==> src/rtl/pixel_window_gen.sv <==
// ============================================================================
//  Module      : pixel_window_gen
//  Description : Streaming 3x3 neighbourhood generator (two line buffers plus
//                a shifting window) feeding the eight Sobel neighbours of
//                each interior pixel of a raster frame.
//  Revision    : 1.0 - initial release
// ============================================================================
`default_nettype none

module pixel_window_gen #(
    parameter int LINE_LEN  = 16,
    parameter int NUM_LINES = 16
) (
    input  logic       clock,
    input  logic       reset_n,
    input  logic       start,
    input  logic       pixel_valid,
    input  logic [7:0] pixel_in,
    output logic [7:0] pixel_pp,
    output logic [7:0] pixel_p0,
    output logic [7:0] pixel_pm,
    output logic [7:0] pixel_0p,
    output logic [7:0] pixel_0m,
    output logic [7:0] pixel_mp,
    output logic [7:0] pixel_m0,
    output logic [7:0] pixel_mm,
    output logic       window_valid,
    output logic       busy,
    output logic       frame_done
);

    localparam int CW = $clog2(LINE_LEN);
    localparam int RW = $clog2(NUM_LINES);

    typedef enum logic [0:0] {
        IDLE   = 1'b0,
        ACTIVE = 1'b1
    } state_t;

    state_t         state_q, state_d;
    logic [CW-1:0]  col_q, col_d;
    logic [RW-1:0]  row_q, row_d;

    // Window registers: first letter column offset, second row offset
    logic [7:0]     pp_q, p0_q, pm_q, pp_d, p0_d, pm_d;
    logic [7:0]     zp_q, c00_q, zm_q, zp_d, c00_d, zm_d;
    logic [7:0]     mp_q, m0_q, mm_q, mp_d, m0_d, mm_d;
    logic           window_valid_q, window_valid_d;
    logic           frame_done_q, frame_done_d;

    // line1 holds the previous row, line2 the row before that
    logic [7:0]     line1_mem [LINE_LEN];
    logic [7:0]     line2_mem [LINE_LEN];

    logic           accept;
    logic           last_col;
    logic           last_row;
    logic [7:0]     t1;
    logic [7:0]     t2;

    always_comb begin
        accept   = (state_q == ACTIVE) && pixel_valid && !start;
        last_col = (col_q == CW'(LINE_LEN - 1));
        last_row = (row_q == RW'(NUM_LINES - 1));
        t1       = line1_mem[col_q];
        t2       = line2_mem[col_q];
    end

    always_comb begin
        state_d        = state_q;
        col_d          = col_q;
        row_d          = row_q;
        pp_d           = pp_q;
        p0_d           = p0_q;
        pm_d           = pm_q;
        zp_d           = zp_q;
        c00_d          = c00_q;
        zm_d           = zm_q;
        mp_d           = mp_q;
        m0_d           = m0_q;
        mm_d           = mm_q;
        window_valid_d = 1'b0;
        frame_done_d   = 1'b0;

        if (start) begin
            // Restart wins over any same-cycle pixel, which is dropped
            state_d = ACTIVE;
            col_d   = '0;
            row_d   = '0;
        end else if (accept) begin
            mp_d  = zp_q;
            m0_d  = c00_q;
            mm_d  = zm_q;
            zp_d  = pp_q;
            c00_d = p0_q;
            zm_d  = pm_q;
            pp_d  = pixel_in;
            p0_d  = t1;
            pm_d  = t2;

            window_valid_d = (col_q >= CW'(2)) && (row_q >= RW'(2));

            if (last_col) begin
                col_d = '0;
                if (last_row) begin
                    row_d        = '0;
                    state_d      = IDLE;
                    frame_done_d = 1'b1;
                end else begin
                    row_d = row_q + RW'(1);
                end
            end else begin
                col_d = col_q + CW'(1);
            end
        end
    end

    always_ff @(posedge clock or negedge reset_n) begin
        if (!reset_n) begin
            state_q        <= IDLE;
            col_q          <= '0;
            row_q          <= '0;
            pp_q           <= '0;
            p0_q           <= '0;
            pm_q           <= '0;
            zp_q           <= '0;
            c00_q          <= '0;
            zm_q           <= '0;
            mp_q           <= '0;
            m0_q           <= '0;
            mm_q           <= '0;
            window_valid_q <= 1'b0;
            frame_done_q   <= 1'b0;
        end else begin
            state_q        <= state_d;
            col_q          <= col_d;
            row_q          <= row_d;
            pp_q           <= pp_d;
            p0_q           <= p0_d;
            pm_q           <= pm_d;
            zp_q           <= zp_d;
            c00_q          <= c00_d;
            zm_q           <= zm_d;
            mp_q           <= mp_d;
            m0_q           <= m0_d;
            mm_q           <= mm_d;
            window_valid_q <= window_valid_d;
            frame_done_q   <= frame_done_d;
        end
    end

    // Line storage is deliberately unreset; rows 0-1 are never emitted
    always_ff @(posedge clock) begin
        if (accept) begin
            line2_mem[col_q] <= t1;
            line1_mem[col_q] <= pixel_in;
        end
    end

    assign pixel_pp     = pp_q;
    assign pixel_p0     = p0_q;
    assign pixel_pm     = pm_q;
    assign pixel_0p     = zp_q;
    assign pixel_0m     = zm_q;
    assign pixel_mp     = mp_q;
    assign pixel_m0     = m0_q;
    assign pixel_mm     = mm_q;
    assign window_valid = window_valid_q;
    assign busy         = (state_q == ACTIVE);
    assign frame_done   = frame_done_q;

endmodule

`default_nettype wire

==> config.mk <==
export PLATFORM = sky130hd
export DESIGN_NAME = pixel_window_gen
export DESIGN_NICKNAME = d
export VERILOG_FILES = /design/src/rtl/pixel_window_gen.sv
export SDC_FILE = /design/constraint.sdc
export NUM_CORES = 1
export LEC_CHECK = 0
export CORE_MARGIN = 4
export CORE_UTILIZATION = 40
export CTS_CLUSTER_SIZE = 40
export DETAILED_ROUTE_END_ITERATION = 12
export DONT_BUFFER_PORTS = 1
export SLEW_MARGIN = 10
export SYNTH_ARGS = -nofsm -noshare
export SYNTH_HDL_FRONTEND = slang
export SYNTH_SLANG_ARGS = --single-unit
==> constraint.sdc <==
create_clock -name clock -period 2.35 [get_ports clock]
set_clock_uncertainty 0.2 [all_clocks]
set_input_delay 0 -clock clock [delete_from_list [all_inputs] [get_ports clock]]
set_output_delay 0 -clock clock [all_outputs]
set_load 0.01 [all_outputs]
Word level (Yosys, flattened, before mapping)
Memories as Yosys holds them, arrays and structs flattened. A register that Yosys moved wholly into a read port is not among the register bits.
Cells that the tools add are included.
{"block": "classes", "n_addsub": 2, "magnitude_cmp": 2, "eq_ne": 2, "muxes": 19, "bitwise_logic": 1, "n_reduce_logical": 11}
{"cell": "2-to-1 mux 4 bit", "n": 7}
{"cell": "2-to-1 mux 1 bit", "n": 12}
{"cell": "adder 4 x 1 -> 4 bit, second input constant", "n": 2}
{"cell": "== test 4 bit, second input constant", "n": 2}
{"cell": ">= comparator 4 x 2 -> 1 bit, second input constant", "n": 2}
{"cell": "nonzero test 2 bit", "n": 3}
{"cell": "AND reduction 2 bit", "n": 2}
{"cell": "logical AND 1 bit", "n": 3}
{"cell": "AND reduction 3 bit", "n": 1}
{"cell": "logical NOT 1 bit", "n": 2}
{"cell": "NOT 1 bit", "n": 1}
{"block": "word_totals", "ff_bits": 75, "mem_bits_rw": 256, "input_bits": 12, "word_cells": 52, "n_memories": 2}
{"name": "line1_mem", "depth": 16, "word_bits": 8, "rd": 1, "rd_clocked_by_memory_dff": 0, "write_ports": 1, "line_no": "52", "rtl": "logic [7:0] line1_mem [LINE_LEN];"}
{"name": "line2_mem", "depth": 16, "word_bits": 8, "rd": 1, "rd_clocked_by_memory_dff": 1, "write_ports": 1, "line_no": "53", "rtl": "logic [7:0] line2_mem [LINE_LEN];"}

Depth between registers and ports, before layout
{"block": "depth", "depth_word": 5, "mapped_depth": 8, "depth_no_buf": 5}

Worst setup path before layout
OpenSTA, ideal clock, no wires.
{"block": "synth_path", "path_type": "register -> register", "start": "reg col_q[1]", "end": "mem line1_mem[5][0] (enable)", "setup_ns": 0.388, "arrival_ns": 2.016, "required_time_ns": 1.762, "slack_ns": -0.255, "stages_incl_launch_ff": 8, "path_buffers": 3, "path_cell_list": "dfrtp_1 > buf_4 > buf_6 > inv_2 > buf_2 > ha_1 > nand2_1 > nor2_1"}
{"item": "from (decl)", "line_no": "41", "rtl": "logic [CW-1:0] col_q, col_d;"}
{"item": "from (signal assigned)", "line_no": "136", "rtl": "col_q <= col_d;"}
{"item": "to (decl)", "line_no": "52"}
Straight into the memory's write port.

Final worst setup path
{"block": "layout_path", "start": "reg col_q[2]", "end": "mem line2_mem[5][2] (data pin)"}
{"block": "layout_between", "elab_chain_cells": 1}
{"item": "memory (16 x 8 bit)"}
{"item": "via t1[2]", "line_no": "58", "rtl": "logic [7:0] t1;"}
{"item": "to (decl)", "line_no": "53"}
The timed path passes the listed nets, and every way through them passes these cells.

==> flow_summary.ini <==
[run_status]
outcome = complete, no violations

[clock_network]
clk_latency_ns = 0.52
cts_tree = built
path_clk_slew_ns = 0.06
cts_sinks = 339
cts_max_level = 2
cts_root_buffer = clkbuf_16
cts_buffers = 35
clock_path_buffers = 3

[timing]
finalSetupTns_ns = 0
hold_violations = 0
drv_slew = 0
fin_crit_sh_pct = 97.7
grt_setup_unrepaired = yes
setup_viol = 0
worstMarginPinSlew_ns = 0.790
final.min_clock_period_ns = 2.30
max_clock_freq_ghz = 0.436
relSlewSlack_pct = 47.2

[power_and_ir_drop]
p_leak_nw = 5.76
power_frac_clock_pct = 39.6
ir_drop_v = 0.000410
power_density_mw_per_mm2 = 849
pwr-share-seq_pct = 53.0
power_frac_comb_pct = 7.4
p_switching_mw = 3.14
switching_share_pct = 23.3
intPower_mw = 10.3

[yosys]
async_flop_share_pct = 24.5
synth.top_cells.by_count = 256 x edfxtp_1, 200 x nand2_1, 83 x dfrtp_1
synth_simple_gate_area_share_pct = 8.76
yosys.area.top_type_share_pct = 57.7
synth.yosys.seq_area_share_pct = 73.3
synth_top_family_by_area = multiplexers
synth_adder_area_share_pct = 0.564
synthCells = 834
synth_area_leader_cell = edfxtp_1
synth_ff_type = edfxtp_1
ys.warnings.count = 0
synth_xor_area_share_pct = 0.197
synth_area_mm2 = 0.0133
synthMuxAreaShare_pct = 11.4
synth.most_common_cell = edfxtp_1
synth.avg_cell_area_um2 = 16.0
synth_cell_types = 48
synth-seq-cells = 339
synth.area.top_cells = edfxtp_1 58%, dfrtp_1 16%, mux4_2 7.3%
synth_compound_area_share_pct = 3.54
synth_nets = 852
synth-edff-count = 256

[worst_setup_path]
crit_required_ns = 2.39
crit_fanout = 16
end_kind = register
worstSetupPathType = reg2reg
arrival_ns = 2.34
start_kind = register

[cells_and_area]
drive_above_1_share_pct = 23.3
area_growth_pct = 19.2
nets = 945
fin_cells = 1395
diodes = 0

[routing]
wire_per_inst_um = 22.3
vias = 7498
firstDrtPassIters = 5
drt_iter0_drc = 655
drc = 0
viasPerCell = 5.37
ant_nets = 0
drt-total-wl_mm = 31.1

[placed_design]
dpl.cell_count = 1309
gp_congestion = 0.810
dp_hpwl_mm = 20.1
port_buffers = 0

[global_routing]
grt_max_degree = 84
antenna_found_initial = 1
grt_pass1_wl_mm = 46.5
first_global_vias = 7339
grtUsageTotal_pct = 17.0
overflow = 0

[die]
core_mm2 = 0.0327
die_h_um = 190
fp.dieW_um = 190
rows = 66
fp.dieArea_mm2 = 0.0363
ios = 79
start_util_pct = 40.7

[min_path]
hp-class = in2reg

[job]
maxCapViolations = 0
## routing by layer
metal	track usage, %	vias to the layer above	routed length [µm]
met2	25.4	309	14200
met1	25.1	3826	13500
met4	4.72	0	673
met5	0	-	0
li1	-	3313	-
met3	4.12	50	2790
## power by group through the flow
| stage | sequential (mW) | combinational (mW) | clock [mW] |
|---|---|---|---|
| 2_1_floorplan | 7.16 | 0.597 | 0 |
| 3_3_place_gp | 7.26 | 0.848 | 0 |
| 3_5_place_dp | 7.27 | 0.868 | 0 |
| 4_1_cts | 7.15 | 0.969 | 5.47 |
| 5_1_grt | 7.17 | 1.12 | 5.71 |
| 6_report | 7.14 | 0.998 | 5.34 |
## cell usage in the layout, fill, tap and decap left out, types with 5 or more instances in the layout
cell type      count
a21oi_1           18
a22oi_1            9
buf_12            16
buf_4             64
buf_6              8
clkbuf_1           7
clkbuf_16         37
clkinv_1           8
dfrtp_1           79
dlygate4sd3_1     12
edfxtp_1         256
ha_1               6
mux2_2             5
mux2_4             7
mux2i_1           16
mux4_1             5
mux4_2            45
nand2_1          200
nand2b_1           6
nand3_1           11
nand3b_1           5
nor2_1            28
nor2_2             7
nor2_4             7
nor3_1             7
o311ai_1           8
## state kept, by name, summed over array words and instances, names as in the netlist
name / count
busy: 1
c00_q: 8
col_q: 4
frame_done: 1
line1_mem: 128
line2_mem: 128
pixel_0m: 8
pixel_0p: 8
pixel_m0: 8
pixel_mm: 8
pixel_mp: 8
pixel_p0: 8
pixel_pm: 8
pixel_pp: 8
row_q: 4
window_valid: 1
## logic make-up after synthesis
logic type | after synthesis
buf+inv | 50
compound gates | 69
simple gates | 284
fa+ha+maj | 6
xor+xnor | 3
flops | 339
mux | 83
## per-stage QoR
step                hold WS, ns  area (µm²)  setup WS [ns]  power (mW)  utilization, %
finish                    0.192       15900         0.0545        13.5            48.6
CTS                       0.180       15700        0.00154        13.6            48.1
global placement         -0.494       14400       -0.00393        8.11            44.2
floorplan                -0.496       13400         -0.213        7.75               -
detailed placement       -0.494       14400        -0.0133        8.14            44.2
global route              0.196       15900        -0.0102        14.0            48.6
## critical path, cell delays in order, from the launching register on
cell and delay (ns):
dfrtp_2 0.47, buf_12 0.17, mux4_2 0.51, mux2_4 0.29, nor2_1 0.08, a21oi_1 0.07
buf_4 0.21
## path summary, 6_finish.rpt
| check | startpoint | to | slack, ns | cells after the start |
|---|---|---|---|---|
| min in group asynchronous | reset_n | pixel_0p[0]$_DFFE_PN0P_ | 0.38 | 3 |
| worst max register to register | col_q[2]$_DFFE_PN0P_ | line2_mem[5][2]$_DFFE_PP_ | 0.05 | 6 |
| worst max-delay path | col_q[2]$_DFFE_PN0P_ | line2_mem[5][2]$_DFFE_PP_ | 0.05 | 6 |
| worst min register to register | c00_q[5]$_DFFE_PN0P_ | pixel_m0[5]$_DFFE_PN0P_ | 0.26 | 2 |
| worst min-delay path | pixel_valid | col_q[1]$_DFFE_PN0P_ | 0.19 | 3 |
| max in group asynchronous | reset_n | col_q[3]$_DFFE_PN0P_ | 1.20 | 3 |
## what timing repair did
action / CTS / global route
resized for setup: 3 / 21
hold buffers: 13 / 0
setup buffers: 1 / 7
setup endpoints to repair: 48 / 130
endpoints found under the hold margin: 430 / 0
pin swaps: 0 / 0
gates cloned: 0 / 2
## final cells by class
class                           instances  area (µm²)
Fill cell                            2774       16800
Clock buffer                           46         968
Timing Repair Buffer                  102        1060
Tap cell                              442         553
Clock inverter                         17         145
Inverter                                4        15.0
Multi-Input combinational cell        445        3360
Sequential cell                       339        9770
Note: power is estimated with default switching activity, not from simulation.
